===== src/rtl/alu_issue_stage.sv =====
// RV32I decode/issue slot feeding the ALU: one registered op, 1-cycle latency.
// Holds its outputs while out_ready_i is low; flush_i kills the slot and any same-cycle input.
module alu_issue_stage #(
  parameter int          CNT_W    = 16,
  parameter logic [3:0]  NOP_CTRL = 4'b0000
) (
  input  logic             clk_i,
  input  logic             rst_i,
  input  logic             in_valid_i,
  output logic             in_ready_o,
  input  logic [31:0]      instr_i,
  input  logic [31:0]      pc_i,
  input  logic [31:0]      rs1_data_i,
  input  logic [31:0]      rs2_data_i,
  input  logic             flush_i,
  output logic             out_valid_o,
  input  logic             out_ready_i,
  output logic [3:0]       alu_ctrl_o,
  output logic [31:0]      src0_o,
  output logic [31:0]      src1_o,
  output logic [4:0]       rd_o,
  output logic             reg_write_o,
  output logic             is_branch_o,
  output logic             illegal_o,
  output logic [CNT_W-1:0] issue_count_o
);

  localparam logic [3:0] CTRL_PASS = 4'b0000;
  localparam logic [3:0] CTRL_OR   = 4'b0001;
  localparam logic [3:0] CTRL_ADD  = 4'b0010;
  localparam logic [3:0] CTRL_SUB  = 4'b0011;
  localparam logic [3:0] CTRL_SLT  = 4'b0100;
  localparam logic [3:0] CTRL_XOR  = 4'b0101;
  localparam logic [3:0] CTRL_SLL  = 4'b0110;
  localparam logic [3:0] CTRL_AND  = 4'b0111;

  localparam logic [6:0] OPC_R      = 7'b0110011;
  localparam logic [6:0] OPC_I      = 7'b0010011;
  localparam logic [6:0] OPC_LOAD   = 7'b0000011;
  localparam logic [6:0] OPC_STORE  = 7'b0100011;
  localparam logic [6:0] OPC_BRANCH = 7'b1100011;
  localparam logic [6:0] OPC_LUI    = 7'b0110111;
  localparam logic [6:0] OPC_AUIPC  = 7'b0010111;
  localparam logic [6:0] OPC_JAL    = 7'b1101111;
  localparam logic [6:0] OPC_JALR   = 7'b1100111;

  localparam logic [6:0] F7_ZERO = 7'b0000000;
  localparam logic [6:0] F7_ALT  = 7'b0100000;

  logic [6:0]  opcode;
  logic [2:0]  funct3;
  logic [6:0]  funct7;
  logic [4:0]  rd_fld;
  logic [31:0] imm_i;
  logic [31:0] imm_s;
  logic [31:0] imm_u;

  assign opcode = instr_i[6:0];
  assign rd_fld = instr_i[11:7];
  assign funct3 = instr_i[14:12];
  assign funct7 = instr_i[31:25];
  assign imm_i  = {{20{instr_i[31]}}, instr_i[31:20]};
  assign imm_s  = {{20{instr_i[31]}}, instr_i[31:25], instr_i[11:7]};
  assign imm_u  = {instr_i[31:12], 12'b0};

  logic [3:0]  dec_ctrl;
  logic [31:0] dec_src0;
  logic [31:0] dec_src1;
  logic        dec_rw;
  logic        dec_br;
  logic        dec_legal;

  always_comb begin
    dec_ctrl  = NOP_CTRL;
    dec_src0  = 32'd0;
    dec_src1  = 32'd0;
    dec_rw    = 1'b0;
    dec_br    = 1'b0;
    dec_legal = 1'b0;
    unique case (opcode)
      OPC_R: begin
        dec_src0 = rs1_data_i;
        dec_src1 = rs2_data_i;
        dec_rw   = 1'b1;
        unique case (funct3)
          3'b000: begin
            if (funct7 == F7_ZERO) begin
              dec_ctrl  = CTRL_ADD;
              dec_legal = 1'b1;
            end else if (funct7 == F7_ALT) begin
              dec_ctrl  = CTRL_SUB;
              dec_legal = 1'b1;
            end
          end
          3'b111: begin dec_ctrl = CTRL_AND; dec_legal = (funct7 == F7_ZERO); end
          3'b110: begin dec_ctrl = CTRL_OR;  dec_legal = (funct7 == F7_ZERO); end
          3'b100: begin dec_ctrl = CTRL_XOR; dec_legal = (funct7 == F7_ZERO); end
          3'b010: begin dec_ctrl = CTRL_SLT; dec_legal = (funct7 == F7_ZERO); end
          3'b001: begin dec_ctrl = CTRL_SLL; dec_legal = (funct7 == F7_ZERO); end
          default: dec_legal = 1'b0;
        endcase
      end
      OPC_I: begin
        dec_src0 = rs1_data_i;
        dec_src1 = imm_i;
        dec_rw   = 1'b1;
        unique case (funct3)
          3'b000: begin dec_ctrl = CTRL_ADD; dec_legal = 1'b1; end
          3'b111: begin dec_ctrl = CTRL_AND; dec_legal = 1'b1; end
          3'b110: begin dec_ctrl = CTRL_OR;  dec_legal = 1'b1; end
          3'b100: begin dec_ctrl = CTRL_XOR; dec_legal = 1'b1; end
          3'b010: begin dec_ctrl = CTRL_SLT; dec_legal = 1'b1; end
          3'b001: begin
            // Shift amount only; the upper immediate bits must be zero.
            dec_ctrl  = CTRL_SLL;
            dec_src1  = {27'b0, instr_i[24:20]};
            dec_legal = (funct7 == F7_ZERO);
          end
          default: dec_legal = 1'b0;
        endcase
      end
      OPC_LOAD: begin
        dec_ctrl  = CTRL_ADD;
        dec_src0  = rs1_data_i;
        dec_src1  = imm_i;
        dec_rw    = 1'b1;
        dec_legal = (funct3 == 3'b000) || (funct3 == 3'b001) || (funct3 == 3'b010) ||
                    (funct3 == 3'b100) || (funct3 == 3'b101);
      end
      OPC_STORE: begin
        dec_ctrl  = CTRL_ADD;
        dec_src0  = rs1_data_i;
        dec_src1  = imm_s;
        dec_legal = (funct3 == 3'b000) || (funct3 == 3'b001) || (funct3 == 3'b010);
      end
      OPC_BRANCH: begin
        dec_ctrl  = CTRL_SUB;
        dec_src0  = rs1_data_i;
        dec_src1  = rs2_data_i;
        dec_br    = 1'b1;
        dec_legal = (funct3 == 3'b000) || (funct3 == 3'b001);
      end
      OPC_LUI: begin
        dec_ctrl  = CTRL_PASS;
        dec_src1  = imm_u;
        dec_rw    = 1'b1;
        dec_legal = 1'b1;
      end
      OPC_AUIPC: begin
        dec_ctrl  = CTRL_ADD;
        dec_src0  = pc_i;
        dec_src1  = imm_u;
        dec_rw    = 1'b1;
        dec_legal = 1'b1;
      end
      OPC_JAL, OPC_JALR: begin
        // Link value pc+4 is computed by the ALU.
        dec_ctrl  = CTRL_ADD;
        dec_src0  = pc_i;
        dec_src1  = 32'd4;
        dec_rw    = 1'b1;
        dec_legal = (opcode == OPC_JAL) || (funct3 == 3'b000);
      end
      default: dec_legal = 1'b0;
    endcase

    if (!dec_legal) begin
      dec_ctrl = NOP_CTRL;
      dec_src0 = 32'd0;
      dec_src1 = 32'd0;
      dec_rw   = 1'b0;
      dec_br   = 1'b0;
    end
    if (rd_fld == 5'd0) begin
      dec_rw = 1'b0;
    end
  end

  logic accept;

  assign in_ready_o = !out_valid_o || out_ready_i;
  assign accept     = in_valid_i && in_ready_o && !flush_i;

  always_ff @(posedge clk_i or negedge rst_i) begin
    if (!rst_i) begin
      out_valid_o   <= 1'b0;
      alu_ctrl_o    <= NOP_CTRL;
      src0_o        <= 32'd0;
      src1_o        <= 32'd0;
      rd_o          <= 5'd0;
      reg_write_o   <= 1'b0;
      is_branch_o   <= 1'b0;
      illegal_o     <= 1'b0;
      issue_count_o <= '0;
    end else if (accept) begin
      out_valid_o <= 1'b1;
      alu_ctrl_o  <= dec_ctrl;
      src0_o      <= dec_src0;
      src1_o      <= dec_src1;
      rd_o        <= rd_fld;
      reg_write_o <= dec_rw;
      is_branch_o <= dec_br;
      if (dec_legal) begin
        issue_count_o <= issue_count_o + CNT_W'(1);
      end else begin
        illegal_o <= 1'b1;
      end
    end else if (flush_i || out_ready_i) begin
      // Slot drained or killed with nothing to refill it.
      out_valid_o <= 1'b0;
      alu_ctrl_o  <= NOP_CTRL;
      reg_write_o <= 1'b0;
      is_branch_o <= 1'b0;
    end
  end

endmodule


===== config.mk =====
export PLATFORM = sky130hd
export DESIGN_NAME = alu_issue_stage
export DESIGN_NICKNAME = d
export VERILOG_FILES = /design/src/rtl/alu_issue_stage.sv
export SDC_FILE = /design/constraint.sdc
export NUM_CORES = 1
export LEC_CHECK = 0
export BUFFER_PORTS_ARGS = -buffer_cell sky130_fd_sc_hd__buf_4
export CORE_MARGIN = 1
export CORE_UTILIZATION = 48
export CTS_BUF_LIST = sky130_fd_sc_hd__clkbuf_2
export CTS_CLUSTER_DIAMETER = 50
export CTS_CLUSTER_SIZE = 25
export DETAILED_ROUTE_END_ITERATION = 12
export GPL_TIMING_DRIVEN = 1
export PLACE_DENSITY = 0.83
export SLEW_MARGIN = 15
export SYNTH_ARGS = -nofsm -noshare
export SYNTH_HDL_FRONTEND = slang
export SYNTH_SLANG_ARGS = --single-unit

===== constraint.sdc =====
create_clock -name clk_i -period 2.46 [get_ports clk_i]
set_clock_uncertainty 0.2 [all_clocks]
set_input_delay 0 -clock clk_i [delete_from_list [all_inputs] [get_ports clk_i]]
set_output_delay 0 -clock clk_i [all_outputs]
set_load 0.03 [all_outputs]

==> reports/results.txt, run 1 <==
Clock buffer depth: 2
Stopping stage: clock tree synthesis
Yosys cell types: 48
CTS buffer count: 9
Post-CTS setup buffer count: 0
Synth top cells by count: dfrtp_1, nand2_1, o31ai_1
Synth area leader: dfrtp_1
Port Buffers: 225
Synthesized area: 4713 um^2
Cells after synthesis: 477
Post-Synth Simple-Gate Area: 0.1580
Yosys warning count: 0
I/O pins: 227
Mux cell area share after synthesis: 0.002389
# clock sinks: 92
Largest family of logic cells by synthesized area: compound AO/OA/AOI/OAI gates
Mapped Nets: 612
Root buf cell: clkbuf_2
Avg Synthesized Cell Area: 9.881 um^2
Post-CTS Resized: 0
Initial Utilization: 0.5029
First Err: [ERROR RSZ-0060] Max buffer count reached.
Xor and xnor area share after synthesis: 0.03159
Row count: 35
Compound-Gate Fraction of Synth Area: 0.2572
Post-synth top area share: 0.4885
Sequential fraction of the synthesis area: 0.4885
Cell with the most instances after synthesis: dfrtp_1
Asr flop ratio synth: 1.000
Top post-synthesis cells by area: dfrtp_1, o31ai_1, nand2_1
Routability-driven placement congestion ratio: 0.9801
Main flop type after synthesis: dfrtp_1
CTS hold repair buffers: 165
Vert. Die Dim: 101.1 um
Die width: 101.1 um
Status: did not finish
Detailed Place HPWL: 11040 um
Post-Synth Adder-Cell Area: 0.006902
H-tree level count: 3
Post-synth EDFFs: 0
Yosys reg bits: 92
cell families after synthesis:
| group | Yosys count |
|---|---|
| AOI/OAI and AO/OA | 156 |
| and+or+nand+nor | 155 |
| DFF | 92 |
| buffers and inverters | 53 |
| xor gates and xnor gates | 17 |
| adders and majority gates | 2 |
| other | 1 |
| muxes | 1 |
per-stage QoR:
step / setup WS (ns) / cells / instance area [um^2] / hold slack (ns)
floorplan: 0.1489 / 477 / 4713 / -0.4956
global placement: 0.09726 / 807 / 6593 / -0.1366
detailed placement: 0.01964 / 807 / 6593 / -0.1377
==> run 2, diff against run 1 <==
--- a/config.mk
+++ b/config.mk
@@ -7,13 +7,10 @@
 export LEC_CHECK = 0
 export BUFFER_PORTS_ARGS = -buffer_cell sky130_fd_sc_hd__buf_4
 export CORE_MARGIN = 1
-export CORE_UTILIZATION = 48
-export CTS_BUF_LIST = sky130_fd_sc_hd__clkbuf_2
-export CTS_CLUSTER_DIAMETER = 50
-export CTS_CLUSTER_SIZE = 25
+export CORE_UTILIZATION = 40
 export DETAILED_ROUTE_END_ITERATION = 12
 export GPL_TIMING_DRIVEN = 1
-export PLACE_DENSITY = 0.83
+export PLACE_DENSITY_LB_ADDON = 0.15
 export SLEW_MARGIN = 15
 export SYNTH_ARGS = -nofsm -noshare
 export SYNTH_HDL_FRONTEND = slang
==> reports/results.txt, run 2 <==
Routability-driven placement congestion ratio: 0.8675 (-11%)
Residual DRC count: 0
Initial antenna violation count: 0
Root buf cell: clkbuf_16
HP Class: input port to flop
Leading cell type in the layout, fill and taps excluded: buf_4
Core Region: 11470 um^2
Post-CTS Resized: 0 (unchanged)
FILL cells: 820
Most frequent cells in the layout: buf_4, dlygate4sd3_1, dfrtp_1
Slew headroom: 0.6580
Synthesized area: 4713 um^2 (unchanged)
Setup Viol. Count Final: 0
Hold Path Stages: 4
Min cycle time layout: 2.333 ns
Clk_lat worst skew: 0.35 ns
Sequential fraction of the synthesis area: 0.4885 (unchanged)
Slowest CP cell: dlygate4sd3_1
Mapped Nets: 612 (unchanged)
Pin count of the biggest net entering global routing: 86
Fmax: 0.4287 GHz
CTS tree: yes
Avg WL per Cell: 17.83 um
Asr flop ratio synth: 1.000 (unchanged)
Synth top cells by count: dfrtp_1, nand2_1, o31ai_1
Vert. Die Dim: 110.6 um (+9.4%)
Worst EP required: 2.49 ns
MaxCap Viol Count: 0
Top post-synthesis cells by area: dfrtp_1, o31ai_1, nand2_1
CP cell instances: buf_4 > nand2b_1 > nor3_2 > buf_4 > a21o_1 > buf_4 > a22oi_1 > dlygate4sd3_1 > o31ai_1
Yosys reg bits: 92 (unchanged)
Clock buffer depth: 2 (unchanged)
H-tree level count: 3 (unchanged)
Largest registers: src0_o: 32 flops, src1_o: 32 flops, issue_count_o: 16 flops
Avg Synthesized Cell Area: 9.881 um^2 (unchanged)
Tot GR Track Use: 0.2918
Reg clk slew, reported paths: 0.07 ns
Vias in the first global route: 5528
Hold Fails Final Rpt: 0
Tcrit/Tclk final: 0.9482
# clock sinks: 92 (unchanged)
Post-synth EDFFs: 0 (unchanged)
Post-DRT Antenna Nets: 0
Yosys warning count: 0 (unchanged)
Detailed Place HPWL: 10750 um (-2.6%)
Post-DR vias/cell: 5.552
Fin. max-slew vios: 0
R2R cell count: 8
Antenna diodes: 0
WL final: 17440 um
Die area: 12220 um^2
Post-synth top area share: 0.4885 (unchanged)
CP endpoint kind: flop
Port Buffers: 225 (unchanged)
TritonRoute pass-1 iters: 6
RSZ-0062 raised after global routing: false
Most used cell, CP: buf_4
Post-CTS setup buffer count: 0 (unchanged)
Die width: 110.6 um (+9.4%)
Status: complete, no violations
Synth area leader: dfrtp_1
Slew @ Worst Pin: 0.5001 ns
P_leak: 3.719 nW
Initial drt markers: 461
Crit-path max FO: 32
WS Path Type: input port to flop
Row count: 39 (+11%)
CTS buffer count: 9 (unchanged)
Worst hold slack: 0.01643 ns
Total grt overflow: 0
First-pass GRT wire length: 28210 um
Initial Utilization: 0.4110 (-0.09192)
CTS hold repair buffers: 140 (-15%)
Area growth from synthesis to layout: 76.24%
Yosys cell types: 48 (unchanged)
Worst IR Drop VDD: 0.5373 mV
Crit-path max cell delay: 0.61 ns
Cells after synthesis: 477 (unchanged)
Worst EP arrival: 2.36 ns
Layout Utilization: 0.7244
I/O pins: 227 (unchanged)
Nets: 965
P per Cell Area: 447.3 nW/um^2
Cell with the most instances after synthesis: dfrtp_1
Main flop type after synthesis: dfrtp_1
Layout cells sized above 1: 0.3269
Vias: 5430
Final Power: 3.716 mW
Startpoint Class: input port
==> run 2: per-stage QoR <==
| stage | worst slack, ns | cell area [um^2] | cells | setup TNS [ns] |
|---|---|---|---|---|
| after detailed placement | 0.01406 | 6580 | 822 | 0 |
| after floorplan | 0.1489 | 4713 | 477 | 0 |
| after CTS | 0.2307 | 8307 | 978 | 0 |
| after global routing | 0.02332 | 8307 | 978 | 0 |
| final | 0.1274 | 8307 | 978 | 0 |
| after global placement | -0.08869 | 6580 | 822 | -2.050 |
==> run 2: per-layer routing <==
metal / vias to the layer above / part of all wire / track usage
li1: 2501 / - / -
met1: 2609 / 0.39 / 0.3511
met2: 249 / 0.50 / 0.4836
met3: 71 / 0.059 / 0.06806
met4: 0 / 0.049 / 0.1573
met5: - / 0 / 0
==> run 2: kinds of logic (layout without fill, tap and decap cells) <==
kind of cell | after synthesis | count (layout) | share of synthesized area
AOI/OAI and AO/OA | 156 | 156 | 0.2572
muxes | 1 | 1 | 0.002389
other | 1 | 1 | 0.0007956
xor gates and xnor gates | 17 | 17 | 0.03159
adders and majority gates | 2 | 2 | 0.006902
buffers and inverters | 53 | 411 | 0.05469
DFF | 92 | 92 | 0.4885
and+or+nand+nor | 155 | 155 | 0.1580
==> run 2: cell type report <==
type | instances | area [um^2] | area share
Multi-Input combinational cell | 332 | 2168 | 0.2610
Tap cell | 143 | 178.9 | 0.02154
Clock inverter | 6 | 86.33 | 0.01039
Inverter | 9 | 33.78 | 0.004067
Sequential cell | 92 | 2302 | 0.2772
Clock buffer | 10 | 239.0 | 0.02877
Timing Repair Buffer | 386 | 3298 | 0.3970
==> run 2: worst paths after layout <==
kind,slack (ns),to,start
setup / recovery,0.13,src0_o[15],instr_i[6]
hold / removal,0.02,src1_o[0],instr_i[20]
setup reg to reg,0.51,src1_o[7],out_valid_o
hold reg to reg,0.27,illegal_o,illegal_o
max in group asynchronous,1.33,src0_o[8],rst_i
min in group asynchronous,0.05,src0_o[3],rst_i
==> run 2: power breakdown <==
group	leakage, nW	internal [mW]	total (mW)	switching [mW]
Clock	0.159	0.918	1.51	0.589
Combinational	2.30	0.340	0.650	0.309
Sequential	1.26	1.54	1.56	0.0217
Total	3.72	2.80	3.72	0.920
==> run 2: critical path: cells and delay by family <==
family	cells	cell delay [ns]
simple gates	2	0.34
buf+inv	4	1.41
compound gates	3	0.60
Note: power is estimated with default switching activity, not from simulation.
